===== config.mk =====
export PLATFORM = sky130hd
export DESIGN_NAME = puf_batch_controller
export DESIGN_NICKNAME = d
export VERILOG_FILES = /design/src/rtl/puf_batch_controller_pkg.sv /design/src/rtl/puf_batch_controller_eval_timer.sv /design/src/rtl/puf_batch_controller.sv
export SDC_FILE = /design/constraint.sdc
export NUM_CORES = 1
export LEC_CHECK = 0
export ABC_CLOCK_PERIOD_IN_PS = 4450
export BUFFER_PORTS_ARGS = -buffer_cell sky130_fd_sc_hd__buf_2
export CAP_MARGIN = 20
export CORE_ASPECT_RATIO = 0.6
export CORE_UTILIZATION = 41
export DETAILED_ROUTE_END_ITERATION = 10
export PLACE_DENSITY = 0.74
export SYNTH_ARGS = -nofsm -noshare
export SYNTH_HDL_FRONTEND = slang
export SYNTH_SLANG_ARGS = --single-unit

===== constraint.sdc =====
create_clock -name clk -period 4.45 [get_ports clk]
set_input_delay 0.89 -clock clk [delete_from_list [all_inputs] [get_ports clk]]
set_output_delay 0.89 -clock clk [all_outputs]
set_load 0.01 [all_outputs]

===== src/rtl/puf_batch_controller_pkg.sv =====
// rtl/puf_batch_controller_pkg.sv - shared states, register map and status packing for the PUF batch controller
package puf_batch_controller_pkg;

  typedef enum logic [3:0] {
    S_IDLE,
    S_PARAM_REQ,
    S_PARAM_WAIT,
    S_RD_REQ,
    S_RD_WAIT,
    S_EVAL,
    S_WR,
    S_STATUS,
    S_DONE
  } ctrlState_t;

  typedef enum logic [1:0] {
    T_IDLE,
    T_TRIG,
    T_WAIT
  } timerState_t;

  localparam logic [7:0] REG_OPA    = 8'd0;
  localparam logic [7:0] REG_OPB    = 8'd1;
  localparam logic [7:0] REG_COUNT  = 8'd2;
  localparam logic [7:0] REG_STATUS = 8'd3;

  localparam int STATUS_COMPLETED_LSB = 0;
  localparam int STATUS_TIMEOUTS_LSB  = 16;

  function automatic logic [31:0] packStatus(input logic [15:0] timeouts, input logic [15:0] completed);
    logic [31:0] word;
    word = '0;
    word[STATUS_TIMEOUTS_LSB +: 16]  = timeouts;
    word[STATUS_COMPLETED_LSB +: 16] = completed;
    return word;
  endfunction

  function automatic logic [15:0] clampBatch(input logic [15:0] requested, input logic [15:0] limit);
    return (requested > limit) ? limit : requested;
  endfunction

endpackage


===== src/rtl/puf_batch_controller_eval_timer.sv =====
// rtl/puf_batch_controller_eval_timer.sv - PUF trigger pulse, bounded wait for pufDone, latched response
module puf_eval_timer
  import puf_batch_controller_pkg::*;
#(
  parameter int RESP_BYTES     = 2,
  parameter int TIMEOUT_CYCLES = 65535
) (
  input  logic                    clk,
  input  logic                    reset,
  input  logic                    evalStart,
  input  logic                    pufDone,
  input  logic [8*RESP_BYTES-1:0] pufResponse,
  output logic                    pufTrigger,
  output logic                    evalDone,
  output logic                    evalTimedOut,
  output logic [8*RESP_BYTES-1:0] evalResponse
);

  localparam logic [31:0] LAST_WAIT = 32'(TIMEOUT_CYCLES - 1);

  timerState_t state, stateNext;
  logic [31:0] waitCount;

  always_ff @(posedge clk) begin
    if (reset) begin
      state        <= T_IDLE;
      waitCount    <= '0;
      evalDone     <= 1'b0;
      evalTimedOut <= 1'b0;
      evalResponse <= '0;
    end else begin
      state    <= stateNext;
      evalDone <= 1'b0;
      case (state)
        T_TRIG: waitCount <= '0;
        T_WAIT: begin
          // a strobe in the final allowed cycle still wins over the timeout
          if (pufDone) begin
            evalDone     <= 1'b1;
            evalTimedOut <= 1'b0;
            evalResponse <= pufResponse;
          end else if (waitCount == LAST_WAIT) begin
            evalDone     <= 1'b1;
            evalTimedOut <= 1'b1;
            evalResponse <= '1;
          end else begin
            waitCount <= waitCount + 32'd1;
          end
        end
        default: ;
      endcase
    end
  end

  always_comb begin
    stateNext = state;
    case (state)
      T_IDLE:  if (evalStart) stateNext = T_TRIG;
      T_TRIG:  stateNext = T_WAIT;
      T_WAIT:  if (pufDone || (waitCount == LAST_WAIT)) stateNext = T_IDLE;
      default: stateNext = T_IDLE;
    endcase
  end

  assign pufTrigger = (state == T_TRIG);

endmodule


===== src/rtl/puf_batch_controller.sv =====
// rtl/puf_batch_controller.sv - runs a batch of PUF evaluations from memory and reports status
module puf_batch_controller
  import puf_batch_controller_pkg::*;
#(
  parameter int INMEM_ADDRESS_WIDTH  = 17,
  parameter int OUTMEM_ADDRESS_WIDTH = 13,
  parameter int CHAL_BYTES           = 16,
  parameter int RESP_BYTES           = 2,
  parameter int TIMEOUT_CYCLES       = 65535
) (
  input  logic                            clk,
  input  logic                            reset,
  input  logic                            userRunValue,
  output logic                            userRunClear,
  output logic                            register32CmdReq,
  input  logic                            register32CmdAck,
  output logic [31:0]                     register32WriteData,
  output logic [7:0]                      register32Address,
  output logic                            register32WriteEn,
  input  logic                            register32ReadDataValid,
  input  logic [31:0]                     register32ReadData,
  output logic                            inputMemoryReadReq,
  input  logic                            inputMemoryReadAck,
  output logic [INMEM_ADDRESS_WIDTH-1:0]  inputMemoryReadAdd,
  input  logic                            inputMemoryReadDataValid,
  input  logic [7:0]                      inputMemoryReadData,
  output logic                            outputMemoryWriteReq,
  input  logic                            outputMemoryWriteAck,
  output logic [OUTMEM_ADDRESS_WIDTH-1:0] outputMemoryWriteAdd,
  output logic [7:0]                      outputMemoryWriteData,
  output logic                            outputMemoryWriteByteMask,
  output logic                            pufTrigger,
  output logic [8*CHAL_BYTES-1:0]         pufChallenge,
  output logic [15:0]                     pufOpA,
  output logic [15:0]                     pufOpB,
  input  logic                            pufDone,
  input  logic [8*RESP_BYTES-1:0]         pufResponse,
  output logic [7:0]                      LED
);

  // batch size limited so neither memory's address space is overrun
  localparam int unsigned MAX_BY_OUT = (32'd1 << OUTMEM_ADDRESS_WIDTH) / RESP_BYTES;
  localparam int unsigned MAX_BY_IN  = (32'd1 << INMEM_ADDRESS_WIDTH) / CHAL_BYTES;
  localparam int unsigned MAX_RAW    = (MAX_BY_OUT < MAX_BY_IN) ? MAX_BY_OUT : MAX_BY_IN;
  localparam logic [15:0] MAX_BATCH  = (MAX_RAW > 32'hFFFF) ? 16'hFFFF : MAX_RAW[15:0];

  ctrlState_t state, stateNext;

  logic [7:0]                paramAddr;
  logic [15:0]               batchCount, challengeIdx, byteIdx, respIdx, completed, timeouts;
  logic [8*RESP_BYTES-1:0]   respShift;
  logic                      ledBusy, ledDone, ledTimeout;
  logic                      timerStart, evalDone, evalTimedOut;
  logic [8*RESP_BYTES-1:0]   evalResponse;
  logic [15:0]               clampedCount;
  logic                      lastByte, lastResp, lastChallenge;
  logic                      unusedReadBits;

  assign clampedCount   = clampBatch(register32ReadData[15:0], MAX_BATCH);
  assign unusedReadBits = ^register32ReadData[31:16];
  assign lastByte       = (byteIdx == 16'(CHAL_BYTES - 1));
  assign lastResp       = (respIdx == 16'(RESP_BYTES - 1));
  assign lastChallenge  = (challengeIdx == batchCount - 16'd1);

  puf_eval_timer #(
    .RESP_BYTES    (RESP_BYTES),
    .TIMEOUT_CYCLES(TIMEOUT_CYCLES)
  ) u_timer (
    .clk         (clk),
    .reset       (reset),
    .evalStart   (timerStart),
    .pufDone     (pufDone),
    .pufResponse (pufResponse),
    .pufTrigger  (pufTrigger),
    .evalDone    (evalDone),
    .evalTimedOut(evalTimedOut),
    .evalResponse(evalResponse)
  );

  always_comb begin
    stateNext  = state;
    timerStart = 1'b0;
    case (state)
      S_IDLE:       if (userRunValue && !userRunClear) stateNext = S_PARAM_REQ;
      S_PARAM_REQ:  if (register32CmdAck) stateNext = S_PARAM_WAIT;
      S_PARAM_WAIT: begin
        if (register32ReadDataValid) begin
          if (paramAddr == REG_COUNT)
            stateNext = (clampedCount == 16'd0) ? S_STATUS : S_RD_REQ;
          else
            stateNext = S_PARAM_REQ;
        end
      end
      S_RD_REQ:     if (inputMemoryReadAck) stateNext = S_RD_WAIT;
      S_RD_WAIT: begin
        if (inputMemoryReadDataValid) begin
          if (lastByte) begin
            stateNext  = S_EVAL;
            timerStart = 1'b1;
          end else begin
            stateNext = S_RD_REQ;
          end
        end
      end
      S_EVAL:       if (evalDone) stateNext = S_WR;
      S_WR: begin
        if (outputMemoryWriteAck && lastResp)
          stateNext = lastChallenge ? S_STATUS : S_RD_REQ;
      end
      S_STATUS:     if (register32CmdAck) stateNext = S_DONE;
      S_DONE:       stateNext = S_IDLE;
      default:      stateNext = S_IDLE;
    endcase
  end

  always_ff @(posedge clk) begin
    if (reset) begin
      state        <= S_IDLE;
      paramAddr    <= REG_OPA;
      batchCount   <= '0;
      challengeIdx <= '0;
      byteIdx      <= '0;
      respIdx      <= '0;
      completed    <= '0;
      timeouts     <= '0;
      respShift    <= '0;
      pufChallenge <= '0;
      pufOpA       <= '0;
      pufOpB       <= '0;
      ledBusy      <= 1'b0;
      ledDone      <= 1'b0;
      ledTimeout   <= 1'b0;
    end else begin
      state <= stateNext;
      case (state)
        S_IDLE: begin
          if (stateNext == S_PARAM_REQ) begin
            paramAddr    <= REG_OPA;
            challengeIdx <= '0;
            byteIdx      <= '0;
            respIdx      <= '0;
            completed    <= '0;
            timeouts     <= '0;
            ledBusy      <= 1'b1;
            ledDone      <= 1'b0;
            ledTimeout   <= 1'b0;
          end
        end
        S_PARAM_WAIT: begin
          if (register32ReadDataValid) begin
            case (paramAddr)
              REG_OPA: pufOpA     <= register32ReadData[15:0];
              REG_OPB: pufOpB     <= register32ReadData[15:0];
              default: batchCount <= clampedCount;
            endcase
            paramAddr <= paramAddr + 8'd1;
          end
        end
        S_RD_WAIT: begin
          if (inputMemoryReadDataValid) begin
            for (int b = 0; b < CHAL_BYTES; b++)
              if (byteIdx == 16'(b)) pufChallenge[8*b +: 8] <= inputMemoryReadData;
            byteIdx <= lastByte ? 16'd0 : byteIdx + 16'd1;
          end
        end
        S_EVAL: begin
          if (evalDone) begin
            respShift <= evalResponse;
            respIdx   <= '0;
            if (evalTimedOut) begin
              timeouts   <= timeouts + 16'd1;
              ledTimeout <= 1'b1;
            end
          end
        end
        S_WR: begin
          // response goes out MSB first by shifting the next byte up to the top
          if (outputMemoryWriteAck) begin
            respShift <= respShift << 8;
            if (lastResp) begin
              respIdx      <= '0;
              completed    <= completed + 16'd1;
              challengeIdx <= challengeIdx + 16'd1;
            end else begin
              respIdx <= respIdx + 16'd1;
            end
          end
        end
        S_DONE: begin
          ledBusy <= 1'b0;
          ledDone <= 1'b1;
        end
        default: ;
      endcase
    end
  end

  assign userRunClear        = (state == S_DONE);
  assign register32CmdReq    = (state == S_PARAM_REQ) || (state == S_STATUS);
  assign register32WriteEn   = (state == S_STATUS);
  assign register32Address   = (state == S_STATUS) ? REG_STATUS : paramAddr;
  assign register32WriteData = (state == S_STATUS) ? packStatus(timeouts, completed) : 32'd0;

  assign inputMemoryReadReq = (state == S_RD_REQ);
  assign inputMemoryReadAdd = INMEM_ADDRESS_WIDTH'(challengeIdx) * INMEM_ADDRESS_WIDTH'(CHAL_BYTES)
                            + INMEM_ADDRESS_WIDTH'(byteIdx);

  assign outputMemoryWriteReq      = (state == S_WR);
  assign outputMemoryWriteAdd      = OUTMEM_ADDRESS_WIDTH'(challengeIdx) * OUTMEM_ADDRESS_WIDTH'(RESP_BYTES)
                                   + OUTMEM_ADDRESS_WIDTH'(respIdx);
  assign outputMemoryWriteData     = respShift[8*RESP_BYTES-1 -: 8];
  assign outputMemoryWriteByteMask = 1'b1;

  assign LED = {5'b0, ledTimeout, ledDone, ledBusy};

endmodule


# Yosys cells after proc, flatten, opt, wreduce, memory -nomap -nowiden
# Index checks and enable logic that the tools add are counted.
[totals]
word_cells = 201
regBits = 339
output_inout_bits = 253
[classes]
reduce_logical = 50
order_cmp = 1
muxes = 61
n_eq_ne = 42
add_sub_neg = 10
n_bitwise = 2
[op_table]
columns = ["operator", "n"]
rows = [
  ["2-to-1 mux 16 bit", 17],
  ["one-hot mux 16 bit (2 select lines)", 5],
  ["equality test 16 x 4 -> 1 bit (second input constant)", 8],
  ["2-to-1 mux 32 bit", 3],
  ["adder 16 x 1 -> 16 bit (second input constant)", 5],
  ["AND reduction 3 bit", 23],
  ["equality test 16 x 3 -> 1 bit (second input constant)", 4],
  ["one-hot mux 32 bit (2 select lines)", 1],
  ["one-hot mux 16 bit (3 select lines)", 1],
  ["adder 32 x 1 -> 32 bit (second input constant)", 1],
  ["equality test 16 x 1 -> 1 bit (second input constant)", 2],
  ["equality test 16 x 2 -> 1 bit (second input constant)", 2],
  ["equality test 32 x 16 -> 1 bit (second input constant)", 1],
  ["zero test 16 bit", 2],
  ["2-to-1 mux 4 bit", 8],
  ["one-hot mux 4 bit (8 select lines)", 1],
  ["2-to-1 mux 8 bit", 3],
  ["adder 17 x 16 -> 17 bit", 1],
  ["equality test 16 bit", 1],
  ["equality test 4 x 3 -> 1 bit (second input constant)", 4],
  ["greater-than comparator 16 x 13 -> 1 bit (second input constant)", 1],
  ["one-hot mux 8 bit (2 select lines)", 1],
  ["nonzero test 2 bit", 8],
  ["subtractor 16 x 1 -> 16 bit (second input constant)", 1],
  ["other kinds (27)", 62],
]

# Longest topological paths before layout
[depth]
word_depth = 10
mapped_depth = 10
ltp_nobuf = 10

# Modules after synthesis
# A second synthesis with hierarchy kept.
[hier_totals]
cells_unflattened = 2036
area_unflattened_um2 = 16533.4
[modules_own_cells]
columns = ["mod", "area_per_inst_um2", "instances", "cells_each"]
rows = [
  ["puf_batch_controller", 13809.5, 1, 1718],
  ["puf_eval_timer", 2723.9, 1, 318],
]

# Worst setup path after synthesis
# OpenSTA, ideal clock, no wires.
[synth_timing]
path_type = "reg2out"
startpoint = "register challengeIdx[0]"
endpoint = "output port outputMemoryWriteAdd[11]"
n_path_buf = 0
path_slack_ns = 1.296
stages_incl_launch_ff = 11
arrival_ns = 2.264
path_cell_list = "dfxtp_1 > ha_1 > inv_1 > fa_1 > nor2b_1 > o21ai_0 > a21boi_0 > o21ai_0 > a21oi_1 > o31a_1 > o311ai_0"
[synth_between]
elab_chain_cells = 1
[synth_lines]
columns = ["element", "line", "source"]
rows = [
  ["start, declared", "puf_batch_controller.sv:50", "logic [15:0] batchCount, challengeIdx, byteIdx, respIdx, completed, timeouts;"],
  ["start signal, assigned", "puf_batch_controller.sv:183", "challengeIdx <= challengeIdx + 16'd1;"],
  ["adder 13 bit", "puf_batch_controller.sv:210", "+ OUTMEM_ADDRESS_WIDTH'(respIdx);"],
  ["end, declared", "puf_batch_controller.sv:29", "output logic [OUTMEM_ADDRESS_WIDTH-1:0] outputMemoryWriteAdd,"],
]
# No other way between the ends.

# Worst setup path after layout
# Same ends and word-level chain as after synthesis.

==> impl_results.md <==
* Final setup fails at 0
* Ys flop type: dfxtp_1
* Die width at 256 um
* Crit-path slowest cell: dfxtp_1
* Final hold slack at around 0.44 ns
* Yosys reg bits at 339
* Die area at a little under 40000 um2
* Pwr dens at 335 nW/um2
* Synthesized area per cell at 7.99 um2
* CTS tree: yes
* Wire per inst at 17.3 um
* Final Hold Fails at 0
* Top-count cell post-synth: dfxtp_1
* Synth top cells by count: dfxtp_1, nand2_1, nor2_1, a21oi_1, clkbuf_1
* WL final at between 40000 and 50000 um
* Post-synth ARST share at 0%
* Final instance area at 18700 um2
* Clk_skew at 0.0109 ns
* Outcome: complete, no violations
* Remaining global-route overflow at 0
* Overall Global Routing Usage at 22.8%
* Post-Syn Area at 15800 um2
* Worst setup EP type: output port
* Worst R2R Path Depth at 9
* Relative slew slack at 31.4%
* Min cycle time layout at 4.02 ns
* Max reg flops at 128
* Distinct cells, synth at 70
* Total number of vias at 14820
* Synth Instances at 1978
* Clock Sinks at about 340
* Synth area leaders: dfxtp_1, nand2_1, nor2_1
* Worst hold stages at 1
* Placeable Area at 37800 um2
* Root Buffer: clkbuf_16
* DR pass1 iterations at 5
* Sequential Area at 6790 um2
* Initial drt markers at 1114
* Multi-input gate area at 8290 um2
* Layout Area Growth over Synthesis at 18.1%
* Critical Path Source: challengeIdx[0]$_SDFFE_PP0P_
* H-tree depth at 2
* Crit Path Class: flop to output port
* Drt drc at 0
* Yosys top cell by area: dfxtp_1
* Worst path required time at approximately 3.6 ns
* I/O Pins at 318
* GP Congestion at 0.912
* IO Port Bufs at 295
* Worst path bufs/invs at 2
* Clk Latency, worst-skew pair at between 0.5 and 0.6 ns
* Worst hold path type: flop to flop
* FMAX at 249 MHz
* Initial Util at between 40% and 50%
* Clock slew at reported path FFs at 0.06 ns
* CP arrival at 3.13 ns
* Setup_tns at 0 ns
* Post-DP HPWL at 33900 um
* Placed instance area at around 18000 um2
* Largest net degree at the start of global routing at 142
* Sequential element share of the synthesized area at 42.9%
* Antenna violations before repair at 3
* RR Startpoint: batchCount[0]$_SDFFE_PP0P_
* Crit path depth at 11
* Fraction of layout cells with a size suffix above 1 at 17.1%
* Worst slew pin tran at 1.03 ns
* RSZ-0062 raised after global routing: no
* Die height at around 150 um
* CP dominant cell by count: o21ai_0
* Largest delay contributor family on the critical path: compound AO/OA/AOI/OAI gates
* Cell row count at 55
* Peak supply drop at 316 uV
* Vias per cell at between 5 and 6
* Final-stage net count at 2316
* Most flops, register: pufChallenge
* EDFF count, synth at 0
* Maximum root-to-sink buffer count at 3
* Critical Path Max Stage Delay at about 0.53 ns
* Antenna Nets Post-Route at 0
* Final Max Tran Viols at 0
* Post-CTS Hold Buffers at 0
* Leakage at 0.00760 uW
* Synth top area share at 42.9%
* CP Launch Type: flop
* Fillers at approximately 3700
* Hold path start: u_timer.state[1]$_SDFFE_PP0P_
* # resized after CTS at 0
* First-pass GRT wire length at 72900 um
* Crit-path max FO at 8
* CTS Buf Count at 34
* # Max-Cap Violations at 0
* Vias in the first global route at 13455
* Worst path cell trace: ha_1 -> inv_1 -> fa_1 -> nor2b_1 -> o21ai_0 -> a21boi_0 -> o21ai_0 -> a21oi_1 -> o31a_1 -> o311ai_0 -> buf_2
* Postcts setup bufs at 0
* Largest regs: pufChallenge x128, u_timer.waitCount x32
* Yosys warnings at 0
* Period utilization at 90.2%
-- power by group --
part           switching (uW)  leakage [uW]  internal [uW]
logic                     176       0.00434           52.8
registers                9.89       0.00273           3040
clock network            1260      0.000539           1710
-- final cells by class --
| cell class | count | area share [%] |
|---|---|---|
| Inverter | 53 | 1.06 |
| Clock inverter | 18 | 1.12 |
| Clock buffer | 40 | 4.90 |
| Tap cell | 513 | 3.44 |
| Sequential cell | 339 | 36.3 |
| Multi-Input combinational cell | 1472 | 44.4 |
| Antenna cell | 3 | 0.0402 |
| Timing Repair Buffer | 310 | 8.73 |
-- final timing paths --
path / to / slack [ns]
setup / recovery: outputMemoryWriteAdd[11] / 0.43
hold / removal: u_timer.state[0]$_SDFFE_PP0P_ / 0.44
setup reg to reg: state[2]$_SDFF_PP0_ / 1.39
hold reg to reg: u_timer.state[0]$_SDFFE_PP0P_ / 0.44
-- layer usage --
metal	vias to the layer above	wire length [um]	track usage, %
li1	7193	-	-
met1	7055	22100	31.8
met2	504	20500	34.9
met3	68	3570	5.09
met4	0	1240	7.07
met5	-	0	0
-- kinds of logic after synthesis --
family | count (synthesis) | share of synthesized area, %
AND/OR/NAND/NOR | 916 | 26.6
AO/OA/AOI/OAI | 346 | 12.6
flip-flops | 339 | 42.9
buffers and inverters | 171 | 4.85
XOR/XNOR | 84 | 4.65
multiplexers | 79 | 5.02
adder cells (fa/ha/maj) | 41 | 3.34
other | 2 | 0.0475
-- metrics by stage --
stage	cells	setup WS [ns]	util [%]	total power (uW)
global route	2748	0.250	49.4	6430
floorplan	1982	1.30	-	3250
global placement	2686	0.968	46.3	3340
detailed placement	2686	1.05	46.3	3340
finish	2748	0.435	49.4	6250
CTS	2744	0.466	49.3	6290
-- cells in the final DEF (no fill, tap or decap), types with 34 or more instances in the layout --
| cell type | count |
|---|---|
| o21ai_0 | 51 |
| ha_1 | 39 |
| nor2_1 | 280 |
| nor3_1 | 37 |
| and2_1 | 53 |
| xnor2_1 | 50 |
| inv_1 | 52 |
| buf_2 | 294 |
| nand3_1 | 72 |
| mux2i_1 | 77 |
| nand2_1 | 304 |
| xor2_1 | 34 |
| a21oi_1 | 203 |
| dfxtp_1 | 339 |
| clkbuf_16 | 35 |
Note: power is estimated with default switching activity, not from simulation.
